**src/rtl/systolic_pkg.sv**
```systemverilog
// Shared definitions for the systolic feeder: default operand width, state
// encoding and the counter-width helper.
package systolic_pkg;

  localparam int DW_DEFAULT = 32;
  localparam int BEAT_W_MIN = 6;

  typedef enum logic [1:0] {
    FS_LOAD   = 2'd0,
    FS_STREAM = 2'd1,
    FS_FLUSH  = 2'd2,
    FS_DONE   = 2'd3
  } feeder_state_e;

  // Bits needed to hold the values 0..n-1 (never less than one bit).
  function automatic int cnt_w(input int n);
    return (n <= 1) ? 1 : $clog2(n);
  endfunction

endpackage

```
**src/rtl/feeder_skew_sel.sv**
```systemverilog
// Diagonal-wavefront element select for one edge lane. Row lanes pick A[lane][t-lane],
// column lanes pick B[t-lane][lane]; anything off the valid diagonal is zero.
module feeder_skew_sel
  import systolic_pkg::*;
#(
  parameter int DIM      = 2,
  parameter int DW       = DW_DEFAULT,
  parameter int TW       = 2,
  parameter bit ROW_MODE = 1'b1
) (
  input  logic [DIM*DIM*DW-1:0] mat,
  input  logic [TW-1:0]         lane,
  input  logic [TW-1:0]         t,
  output logic [DW-1:0]         elem
);

  int k;
  int idx;

  always_comb begin
    elem = '0;
    idx  = 0;
    // Signed difference so lanes not yet reached by the wavefront go negative.
    k    = int'(t) - int'(lane);
    if (k >= 0 && k < DIM) begin
      idx  = ROW_MODE ? (int'(lane) * DIM + k) : (k * DIM + int'(lane));
      elem = mat[idx*DW +: DW];
    end
  end

endmodule

```
**src/rtl/systolic_feeder.sv**
```systemverilog
// Skew feeder for an N x N systolic tile: loads A then B row-major, then streams
// both as diagonal wavefronts with EN and a DONE pulse. Optional perf counters
// are built when SYSTOLIC_FEEDER_PERF_EN is defined.
//
// Load handshake: a beat transfers on any rising edge where LD_VALID && LD_READY;
// LD_READY is high exactly in LOAD and LD_VALID is ignored in every other state.
module systolic_feeder
  import systolic_pkg::*;
#(
  parameter int DIM = 2,
  parameter int DW  = DW_DEFAULT
) (
  input  logic              CLK,
  input  logic              RST,
  input  logic              LD_VALID,
  output logic              LD_READY,
  input  logic [DW-1:0]     LD_DATA,
  output logic              EN,
  output logic [DIM*DW-1:0] N_RX,
  output logic [DIM*DW-1:0] N_CX,
  output logic              BUSY,
  output logic              DONE,
  output logic [1:0]        fsm_state
`ifdef SYSTOLIC_FEEDER_PERF_EN
  ,
  output logic [31:0]       JOB_CNT,
  output logic [31:0]       BUSY_CYC
`endif
);

  localparam logic [1:0] ST_LOAD   = FS_LOAD;
  localparam logic [1:0] ST_STREAM = FS_STREAM;
  localparam logic [1:0] ST_FLUSH  = FS_FLUSH;
  localparam logic [1:0] ST_DONE   = FS_DONE;

  localparam int NN = DIM * DIM;
  localparam int BW = (cnt_w(2 * NN) > BEAT_W_MIN) ? cnt_w(2 * NN) : BEAT_W_MIN;
  localparam int TW = cnt_w(2 * DIM - 1);
  localparam int FW = cnt_w(DIM - 1);

  localparam logic [BW-1:0] LAST_BEAT = BW'(2 * NN - 1);
  localparam logic [BW-1:0] B_FIRST   = BW'(NN);
  localparam logic [TW-1:0] T_LAST    = TW'(2 * DIM - 2);
  localparam logic [FW-1:0] F_LAST    = FW'(DIM - 2);

  logic [1:0]           state, state_nxt;
  logic [BW-1:0]        beat, beat_nxt;
  logic [TW-1:0]        t, t_nxt;
  logic [FW-1:0]        f, f_nxt;
  logic [NN*DW-1:0]     a_buf, a_nxt;
  logic [NN*DW-1:0]     b_buf, b_nxt;
  logic [DW-1:0]        rx_sel [DIM];
  logic [DW-1:0]        cx_sel [DIM];
  logic [DIM*DW-1:0]    rx_flat, cx_flat;
  logic                 active_q, done_q;
  logic [DIM*DW-1:0]    rx_q, cx_q;

  always_comb begin
    state_nxt = state;
    beat_nxt  = beat;
    t_nxt     = t;
    f_nxt     = f;
    a_nxt     = a_buf;
    b_nxt     = b_buf;
    case (state)
      ST_LOAD: begin
        if (LD_VALID) begin
          if (beat < B_FIRST) a_nxt[int'(beat)*DW +: DW] = LD_DATA;
          else                b_nxt[(int'(beat) - NN)*DW +: DW] = LD_DATA;
          if (beat == LAST_BEAT) begin
            state_nxt = ST_STREAM;
            t_nxt     = '0;
          end else begin
            beat_nxt = beat + 1'b1;
          end
        end
      end
      ST_STREAM: begin
        if (t == T_LAST) begin
          state_nxt = (DIM > 1) ? ST_FLUSH : ST_DONE;
          f_nxt     = '0;
        end else begin
          t_nxt = t + 1'b1;
        end
      end
      ST_FLUSH: begin
        if (f == F_LAST) state_nxt = ST_DONE;
        else             f_nxt     = f + 1'b1;
      end
      ST_DONE: begin
        state_nxt = ST_LOAD;
        beat_nxt  = '0;
        t_nxt     = '0;
        f_nxt     = '0;
      end
      default: state_nxt = ST_LOAD;
    endcase
  end

  // Lanes look at the post-edge buffer and step so registered outputs line up
  // with the state they describe, including the step that follows the last beat.
  for (genvar g = 0; g < DIM; g++) begin : g_lane
    feeder_skew_sel #(.DIM(DIM), .DW(DW), .TW(TW), .ROW_MODE(1'b1)) u_row (
      .mat  (a_nxt),
      .lane (TW'(g)),
      .t    (t_nxt),
      .elem (rx_sel[g])
    );
    feeder_skew_sel #(.DIM(DIM), .DW(DW), .TW(TW), .ROW_MODE(1'b0)) u_col (
      .mat  (b_nxt),
      .lane (TW'(g)),
      .t    (t_nxt),
      .elem (cx_sel[g])
    );
  end

  always_comb begin
    rx_flat = '0;
    cx_flat = '0;
    for (int i = 0; i < DIM; i++) begin
      rx_flat[i*DW +: DW] = rx_sel[i];
      cx_flat[i*DW +: DW] = cx_sel[i];
    end
  end

  always_ff @(posedge CLK) begin
    if (RST) begin
      state    <= ST_LOAD;
      beat     <= '0;
      t        <= '0;
      f        <= '0;
      active_q <= 1'b0;
      done_q   <= 1'b0;
      rx_q     <= '0;
      cx_q     <= '0;
    end else begin
      state    <= state_nxt;
      beat     <= beat_nxt;
      t        <= t_nxt;
      f        <= f_nxt;
      active_q <= (state_nxt == ST_STREAM) || (state_nxt == ST_FLUSH);
      done_q   <= (state_nxt == ST_DONE);
      rx_q     <= (state_nxt == ST_STREAM) ? rx_flat : '0;
      cx_q     <= (state_nxt == ST_STREAM) ? cx_flat : '0;
    end
  end

  always_ff @(posedge CLK) begin
    if (!RST) begin
      a_buf <= a_nxt;
      b_buf <= b_nxt;
    end
  end

`ifdef SYSTOLIC_FEEDER_PERF_EN
  always_ff @(posedge CLK) begin
    if (RST) begin
      JOB_CNT  <= '0;
      BUSY_CYC <= '0;
    end else begin
      JOB_CNT  <= JOB_CNT + {31'd0, done_q};
      BUSY_CYC <= BUSY_CYC + {31'd0, active_q};
    end
  end
`endif

  assign LD_READY  = (state == ST_LOAD);
  assign EN        = active_q;
  assign BUSY      = active_q;
  assign DONE      = done_q;
  assign N_RX      = rx_q;
  assign N_CX      = cx_q;
  assign fsm_state = state;

endmodule

```
**config.mk**
```make
export PLATFORM = sky130hd
export DESIGN_NAME = systolic_feeder
export DESIGN_NICKNAME = d
export VERILOG_FILES = /design/src/rtl/systolic_pkg.sv /design/src/rtl/feeder_skew_sel.sv /design/src/rtl/systolic_feeder.sv
export SDC_FILE = /design/constraint.sdc
export NUM_CORES = 1
export LEC_CHECK = 0
export ABC_CLOCK_PERIOD_IN_PS = 8200
export CAP_MARGIN = 0
export CORE_MARGIN = 1
export CORE_UTILIZATION = 60
export CTS_BUF_LIST = sky130_fd_sc_hd__clkbuf_8
export DETAILED_ROUTE_END_ITERATION = 8
export PLACE_DENSITY = 0.86
export SYNTH_ARGS = -nofsm -noshare
export SYNTH_HDL_FRONTEND = slang
export SYNTH_SLANG_ARGS = --single-unit
export TNS_END_PERCENT = 20
```
**constraint.sdc**
```tcl
create_clock -name CLK -period 8.2 [get_ports CLK]
set_input_delay 0.82 -clock CLK [delete_from_list [all_inputs] [get_ports CLK]]
set_output_delay 0.82 -clock CLK [all_outputs]
set_load 0.01 [all_outputs]
```
==> parameters.txt, run 1 <==
Parameter                              Value

Clock tree
  Number of gates resized after cts ... 0
  Worst skew pair latency ... 0.59 ns
  Count of hold buffers inserted by post-cts repair ... 0
  Clk pin slew, worst setup/hold paths ... 0.06 ns
  Clock tree root buffer cell ... sky130_fd_sc_hd__clkbuf_8
  CTS buffer count ... 66
  Maximum clock path buffer count ... 3
  Clock tree from TritonCTS ... built
  Number of sinks on the clock net ... 396
  Post-CTS setup buffer count ... 0
  # H-tree levels ... 3

Critical path
  Worst reg2reg path endpoint ... N_CX[18]
  Worst setup EP type ... flip-flop
  Worst-case reg-to-reg path depth ... 13
  Worst Path Arrival ... 6.20 ns
  Classification of the worst setup path ... reg -> reg
  CP Data Required Time ... 8.67 ns
  Register-to-register setup slack ... 2.47 ns
  CP Launch Type ... flip-flop
  Reg-to-reg critical path startpoint ... beat[2]
  Maximum fanout encountered on the critical timing path ... 62

Placement
  Number of port buffers ... 168
  Placed instance area ... 0.0203 mm²
  Detail Placement HPWL ... 28700 µm
  Placer Congestion ... 0.845

GRT
  Global-route met1 utilization ... 0.418
  Vias in the first global route ... 13000
  Wire length of the first global-routing pass ... 71600 µm
  Maximum number of pins on one net before global-route repair ... 95
  Met3 usage ... 0.0544
  Number of antenna violations at the first check in global routing ... 0
  Global-route usage over all layers ... 0.293
  Met2 track demand over resource ... 0.447
  Residual overflow from global routing ... 0
  Gr busiest metal ... met2

Logic synthesis
  Flops & latches, synth ... 396
  Avg Cell Area, Syn ... 11.4 µm²
  Synthesized netlist cell count ... 1626
  Share of the synthesized area in the top cell type ... 0.415
  Post-Syn Nets ... 1680
  Yosys warning total ... 0
  Biggest area contributors in the synthesized netlist ... sky130_fd_sc_hd__edfxtp_1 41%, sky130_fd_sc_hd__dfxtp_1 15%, sky130_fd_sc_hd__mux2_2 9.0%, sky130_fd_sc_hd__nand2_1 6.0%, sky130_fd_sc_hd__nand3_1 3.1%
  Cell area after synthesis ... 0.0185 mm²
  Cell type with the highest aggregate area in the netlist ... sky130_fd_sc_hd__edfxtp_1
  Dominant register cell in the synthesized netlist ... sky130_fd_sc_hd__edfxtp_1
  Sequential-to-total area share from yosys stat ... 0.566
  Number of distinct library cell variants in the gate-level netlist after synthesis ... 67
  Number of synthesized flops with an enable pin ... 256
  Top-count cell post-synth ... sky130_fd_sc_hd__nand2_1
  Most common library cells after synthesis ... 294 x sky130_fd_sc_hd__nand2_1, 256 x sky130_fd_sc_hd__edfxtp_1, 148 x sky130_fd_sc_hd__mux2_2
  Share of flip-flops with an asynchronous set or reset after synthesis ... 0

Pwr
  Ratio of total power to cell area ... 196 mW/mm²
  Maximum vdd ir drop ... 151 µV
  Clock network fraction of design power ... 0.405
  Portion of total power attributed to combinational logic ... 0.066
  Internal cell power ... 3.23 mW
  Psw ... 1.01 mW
  Switching Fraction ... 0.239
  Part of the total power dissipated in sequential elements ... 0.529
  Leakage dissipation ... 7.92 nW

Worst hold path
  Hold path cells ... 2
  Launch instance of the worst min-delay path ... b_buf[6]
  Hold Path Sink ... N_CX[6]
  Worst hold-check path type ... reg -> reg

Floorplanning
  Initial core utilization ... 0.617
  Area of the core ... 0.0300 mm²
  Die extent in x ... 178 µm
  Count of pins on the block boundary ... 169
  Die Height ... 178 µm
  Core Rows ... 63
  Die Footprint ... 0.0316 mm²

STA
  Worst-margin pin slew ... 1.23 ns
  Clock period minus final worst setup slack ... 5.73 ns
  Highest clock rate ... 0.175 GHz
  Final setup viols ... 0
  Share of the cycle needed by the critical path after routing ... 0.699
  Sum Neg Setup Slack ... 0 ns
  Final Hold Violating Endpoints ... 0
  Worst slew slack as a fraction of its limit ... 0.179
  Setup repair after global routing missed its margin ... false
  Final worst clock skew ... 0.0323 ns
  Pins over their slew limit ... 0

Drt
  Via-to-Cell Ratio ... 6.20
  DRT Wirelength ... 46200 µm
  Number of detailed-routing iterations run before antenna repair ... 7
  Detailed-route DRC error count ... 0
  Total via count in the routed design ... 13500
  Avg WL per Cell ... 21.2 µm
  Number of DRC violations after detailed-routing iteration 0 ... 1711
  Post-detailed-route count of antenna-violating nets ... 0

Cells and area
  Total non-filler cell area in the finished layout ... 0.0216 mm²
  Layout Area Growth over Synthesis ... 16.7%
  Antenna Cells ... 0
  Net count of the finished layout ... 1794
  Share of post-route cells with drive strength above 1 ... 0.196

Outcome
  Status ... finished, final reports clean

Job
  Max-cap violations ... 0
cells in the final DEF, fill, tap and decap left out, types with 19 or more instances in the layout:
cell type,Yosys,layout
sky130_fd_sc_hd__o211ai_1,43,43
sky130_fd_sc_hd__a21oi_1,47,47
sky130_fd_sc_hd__mux2_4,29,29
sky130_fd_sc_hd__edfxtp_1,256,256
sky130_fd_sc_hd__nand2_1,294,294
sky130_fd_sc_hd__inv_1,38,61
sky130_fd_sc_hd__buf_4,3,21
sky130_fd_sc_hd__o2bb2ai_1,22,22
sky130_fd_sc_hd__ha_1,19,19
sky130_fd_sc_hd__clkbuf_8,0,79
sky130_fd_sc_hd__mux2_2,148,148
sky130_fd_sc_hd__nor2b_1,32,32
sky130_fd_sc_hd__o21bai_1,32,32
sky130_fd_sc_hd__o21ai_0,24,24
sky130_fd_sc_hd__o21ba_2,30,30
sky130_fd_sc_hd__mux2i_1,23,23
sky130_fd_sc_hd__nand3_1,113,113
sky130_fd_sc_hd__dfxtp_1,140,140
sky130_fd_sc_hd__clkdlybuf4s50_1,0,168
how the worst max path moves through the flow:
| stage | slack, ns | from | to |
|---|---|---|---|
| after global placement | 2.65 | beat[2] | N_CX[18] |
| final | 2.47 | beat[2] | N_CX[18] |
| after global routing | 2.06 | beat[2] | N_CX[18] |
| after floorplan | 0.63 | RST | N_RX[26] |
| after detailed placement | 2.56 | beat[2] | N_CX[18] |
| after CTS | 2.50 | beat[2] | N_CX[18] |
critical path, cell delays in order, from the launching register on:
cell and delay [ns]:
sky130_fd_sc_hd__dfxtp_1 0.62, sky130_fd_sc_hd__inv_1 0.21, sky130_fd_sc_hd__ha_1 0.32, sky130_fd_sc_hd__a211oi_1 0.18, sky130_fd_sc_hd__a21oi_1 0.06, sky130_fd_sc_hd__o22ai_1 0.45
sky130_fd_sc_hd__nand3_1 0.15, sky130_fd_sc_hd__ha_1 0.36, sky130_fd_sc_hd__or4b_1 0.48, sky130_fd_sc_hd__a2111oi_0 0.34, sky130_fd_sc_hd__mux2i_1 0.30, sky130_fd_sc_hd__or4_2 1.25
sky130_fd_sc_hd__and3_1 0.41, sky130_fd_sc_hd__or4_1 0.45
cells by family after synthesis:
family,synth area share
AND/OR/NAND/NOR,0.141
flip-flops,0.566
AO/OA/AOI/OAI,0.106
multiplexers,0.128
buffers and inverters,0.0410
adder cells (fa/ha/maj),0.0128
XOR/XNOR,0.00520
cell type report:
cell class / count / area [µm²]
flip-flops and latches: 396 / 10500
fillers: 2001 / 8390
multi-input cells: 1049 / 7360
repair buffers: 189 / 1840
clock buffers: 79 / 1090
well taps: 390 / 488
clock inverters: 43 / 224
inverters: 38 / 150
through the flow:
step / total power, mW / cells / hold slack, ns / worst slack [ns] / utilization
after floorplan: 2.48 / 1626 / 0.474 / 0.635 / -
after global placement: 2.55 / 2062 / 0.489 / 2.65 / 0.677
after detailed placement: 2.56 / 2062 / 0.505 / 2.56 / 0.677
after CTS: 4.26 / 2184 / 0.500 / 2.50 / 0.721
after global routing: 4.38 / 2184 / 0.546 / 2.06 / 0.721
final: 4.25 / 2184 / 0.504 / 2.47 / 0.721
state kept, by name, summed over array words and instances (netlist names):
signal     count
t              2
beat           6
BUSY           1
fsm_state      2
N_CX          64
b_buf        128
a_buf        128
DONE           1
N_RX          64
routing by layer:
layer	vias to the layer above	wire length (µm)
met3	109	4800
li1	6106	-
met4	0	1410
met2	735	21100
met5	-	0
met1	6589	19000
power by group through the flow:
stage | combinational (mW) | clock [mW] | sequential, mW
after floorplan | 0.187 | 0 | 2.29
after global placement | 0.260 | 0 | 2.28
after detailed placement | 0.270 | 0 | 2.29
after CTS | 0.273 | 1.74 | 2.25
after global routing | 0.297 | 1.82 | 2.26
final | 0.279 | 1.72 | 2.25
No activity file was read; power rests on OpenSTA's default activity.
==> run 2, diff against run 1 <==
Settings changed: ABC_CLOCK_PERIOD_IN_PS 8200 to 5570.
Clock period 8.2 ns to 5.57 ns, I/O delays scaled along.
==> run 2 against run 1 <==
Net effect: fmax up 11%; critical path depth did not move; die area unchanged.
==> parameters.txt, run 2 (same netlist as run 1, synthesis figures left out) <==
Parameter                              Value

Outcome
  Status ... finished, final reports clean

Job
  Max-cap violations ... 0

Placement
  Number of port buffers ... 168
  Post-Place Cells ... 2071
  Detail Placement HPWL ... 29200 µm
  Placed instance area ... 0.0205 mm²
  Placer Congestion ... 0.887

GRT
  Met2 track demand over resource ... 0.451
  Met3 usage ... 0.0420
  Global-route met1 utilization ... 0.422
  Vias in the first global route ... 13100
  Residual overflow from global routing ... 0
  Maximum number of pins on one net before global-route repair ... 133
  Number of antenna violations at the first check in global routing ... 1
  Gr busiest metal ... met2
  Global-route usage over all layers ... 0.294
  Wire length of the first global-routing pass ... 71800 µm

Clock tree
  Clk pin slew, worst setup/hold paths ... 0.07 ns
  Number of sinks on the clock net ... 396
  Worst skew pair latency ... 0.60 ns
  Number of gates resized after cts ... 0
  Maximum clock path buffer count ... 3
  CTS buffer count ... 67
  Clock tree from TritonCTS ... built
  # H-tree levels ... 3
  Clock tree root buffer cell ... sky130_fd_sc_hd__clkbuf_8

Drt
  Number of detailed-routing iterations run before antenna repair ... 5
  Avg WL per Cell ... 21.0 µm
  Via-to-Cell Ratio ... 6.19
  Detailed-route DRC error count ... 0
  Post-detailed-route count of antenna-violating nets ... 0
  DRT Wirelength ... 46100 µm
  Number of DRC violations after detailed-routing iteration 0 ... 1530
  Total via count in the routed design ... 13600

Critical path
  Worst Path Arrival ... 5.63 ns
  CP Launch Type ... flip-flop
  Classification of the worst setup path ... reg -> reg
  Maximum fanout encountered on the critical timing path ... 14
  Worst setup EP type ... flip-flop
  CP Data Required Time ... 6.01 ns

Floorplanning
  Die Footprint ... 0.0316 mm²
  Area of the core ... 0.0300 mm²
  Count of pins on the block boundary ... 169
  Core Rows ... 63
  Die extent in x ... 178 µm
  Initial core utilization ... 0.617
  Die Height ... 178 µm

STA
  Share of the cycle needed by the critical path after routing ... 0.931
  Worst slew slack as a fraction of its limit ... 0.301
  Worst hold slack ... 0.512 ns
  Final worst clock skew ... 0.0273 ns
  Pins over their slew limit ... 0
  Final setup viols ... 0
  Sum Neg Setup Slack ... 0 ns
  Worst-margin pin slew ... 1.05 ns
  Final Hold Violating Endpoints ... 0
  Highest clock rate ... 0.193 GHz
  Setup repair after global routing missed its margin ... false
  Clock period minus final worst setup slack ... 5.18 ns

Cells and area
  Total non-filler cell area in the finished layout ... 0.0218 mm²
  Net count of the finished layout ... 1804
  Top library cells by usage in the layout, fill and taps aside ... 294 x sky130_fd_sc_hd__nand2_1, 256 x sky130_fd_sc_hd__edfxtp_1, 168 x sky130_fd_sc_hd__clkdlybuf4s50_1
  Largest regs ... a_buf x128, b_buf x128
  Layout Area Growth over Synthesis ... 17.7%
  Final standard cell count with taps included and fillers excluded ... 2196
  Core utilization of the finished layout ... 0.726
  Most frequent standard cell in the layout excluding fill and tap cells ... sky130_fd_sc_hd__nand2_1
  Share of post-route cells with drive strength above 1 ... 0.200

Pwr
  Ratio of total power to cell area ... 289 mW/mm²
  Maximum vdd ir drop ... 228 µV
  Leakage dissipation ... 7.99 nW

Worst hold path
  Worst hold-check path type ... reg -> reg
==> run 2: changes by cell type in the layout (fill, tap and decap cells not counted), sizes merged <==
cell      delta
buf          +9
bufinv       +1
clkbuf       -3
clkinv       -6
clkinvlp     +4
diode        +1
inv          +6
==> run 2: what timing repair did <==
item | CTS | global route
setup endpoints to repair | 0 | 1
buffers inserted | 0 | 0
hold buffers | 0 | 0
==> run 2: final timing paths <==
| kind | startpoint | end | slack [ns] | cells after the start |
|---|---|---|---|---|
| setup / recovery | beat[3] | N_CX[18] | 0.39 | 13 |
| hold / removal | b_buf[115] | N_CX[51] | 0.51 | 2 |
| hold reg to reg | b_buf[115] | N_CX[51] | 0.51 | 2 |
| setup reg to reg | beat[3] | N_CX[18] | 0.39 | 13 |
==> run 2: per-layer routing <==
| metal | share of wire | vias up |
|---|---|---|
| met5 | 0 | - |
| met4 | 0.027 | 0 |
| met3 | 0.090 | 83 |
| met2 | 0.46 | 730 |
| met1 | 0.43 | 6663 |
| li1 | - | 6125 |
==> run 2: metrics by stage <==
step	setup WS (ns)	power (mW)
finish	0.386	6.31
global route	0.0660	6.48
CTS	0.463	6.31
detailed placement	0.502	3.77
global placement	0.711	3.75
floorplan	0.209	3.64
==> run 2: final cells by class <==
type	count	area, µm²
Fill cell	2024	8220
Sequential cell	396	10500
Inverter	38	146
Multi-Input combinational cell	1049	7360
Clock buffer	76	1050
Antenna cell	1	2.50
Clock inverter	48	297
Tap cell	390	488
Timing Repair Buffer	198	1980
==> run 2: worst max-delay path, cell delays in order (launching register included) <==
cell and delay, ns:
sky130_fd_sc_hd__dfxtp_1 0.51, sky130_fd_sc_hd__inv_1 0.22, sky130_fd_sc_hd__ha_1 0.30, sky130_fd_sc_hd__a211oi_1 0.18, sky130_fd_sc_hd__a21oi_1 0.06, sky130_fd_sc_hd__o22ai_1 0.40
sky130_fd_sc_hd__nand3_1 0.16, sky130_fd_sc_hd__ha_1 0.37, sky130_fd_sc_hd__or4b_1 0.47, sky130_fd_sc_hd__a2111oi_0 0.38, sky130_fd_sc_hd__mux2i_1 0.32, sky130_fd_sc_hd__or4_2 0.90
sky130_fd_sc_hd__and3_1 0.26, sky130_fd_sc_hd__or4_1 0.49
==> run 2: power by group <==
part	internal, mW	leakage [nW]	total (mW)	switching (mW)
clock	1.37	0.779	2.58	1.22
combinational	0.153	3.57	0.406	0.253
sequential	3.27	3.63	3.32	0.0504
total	4.78	7.99	6.31	1.52
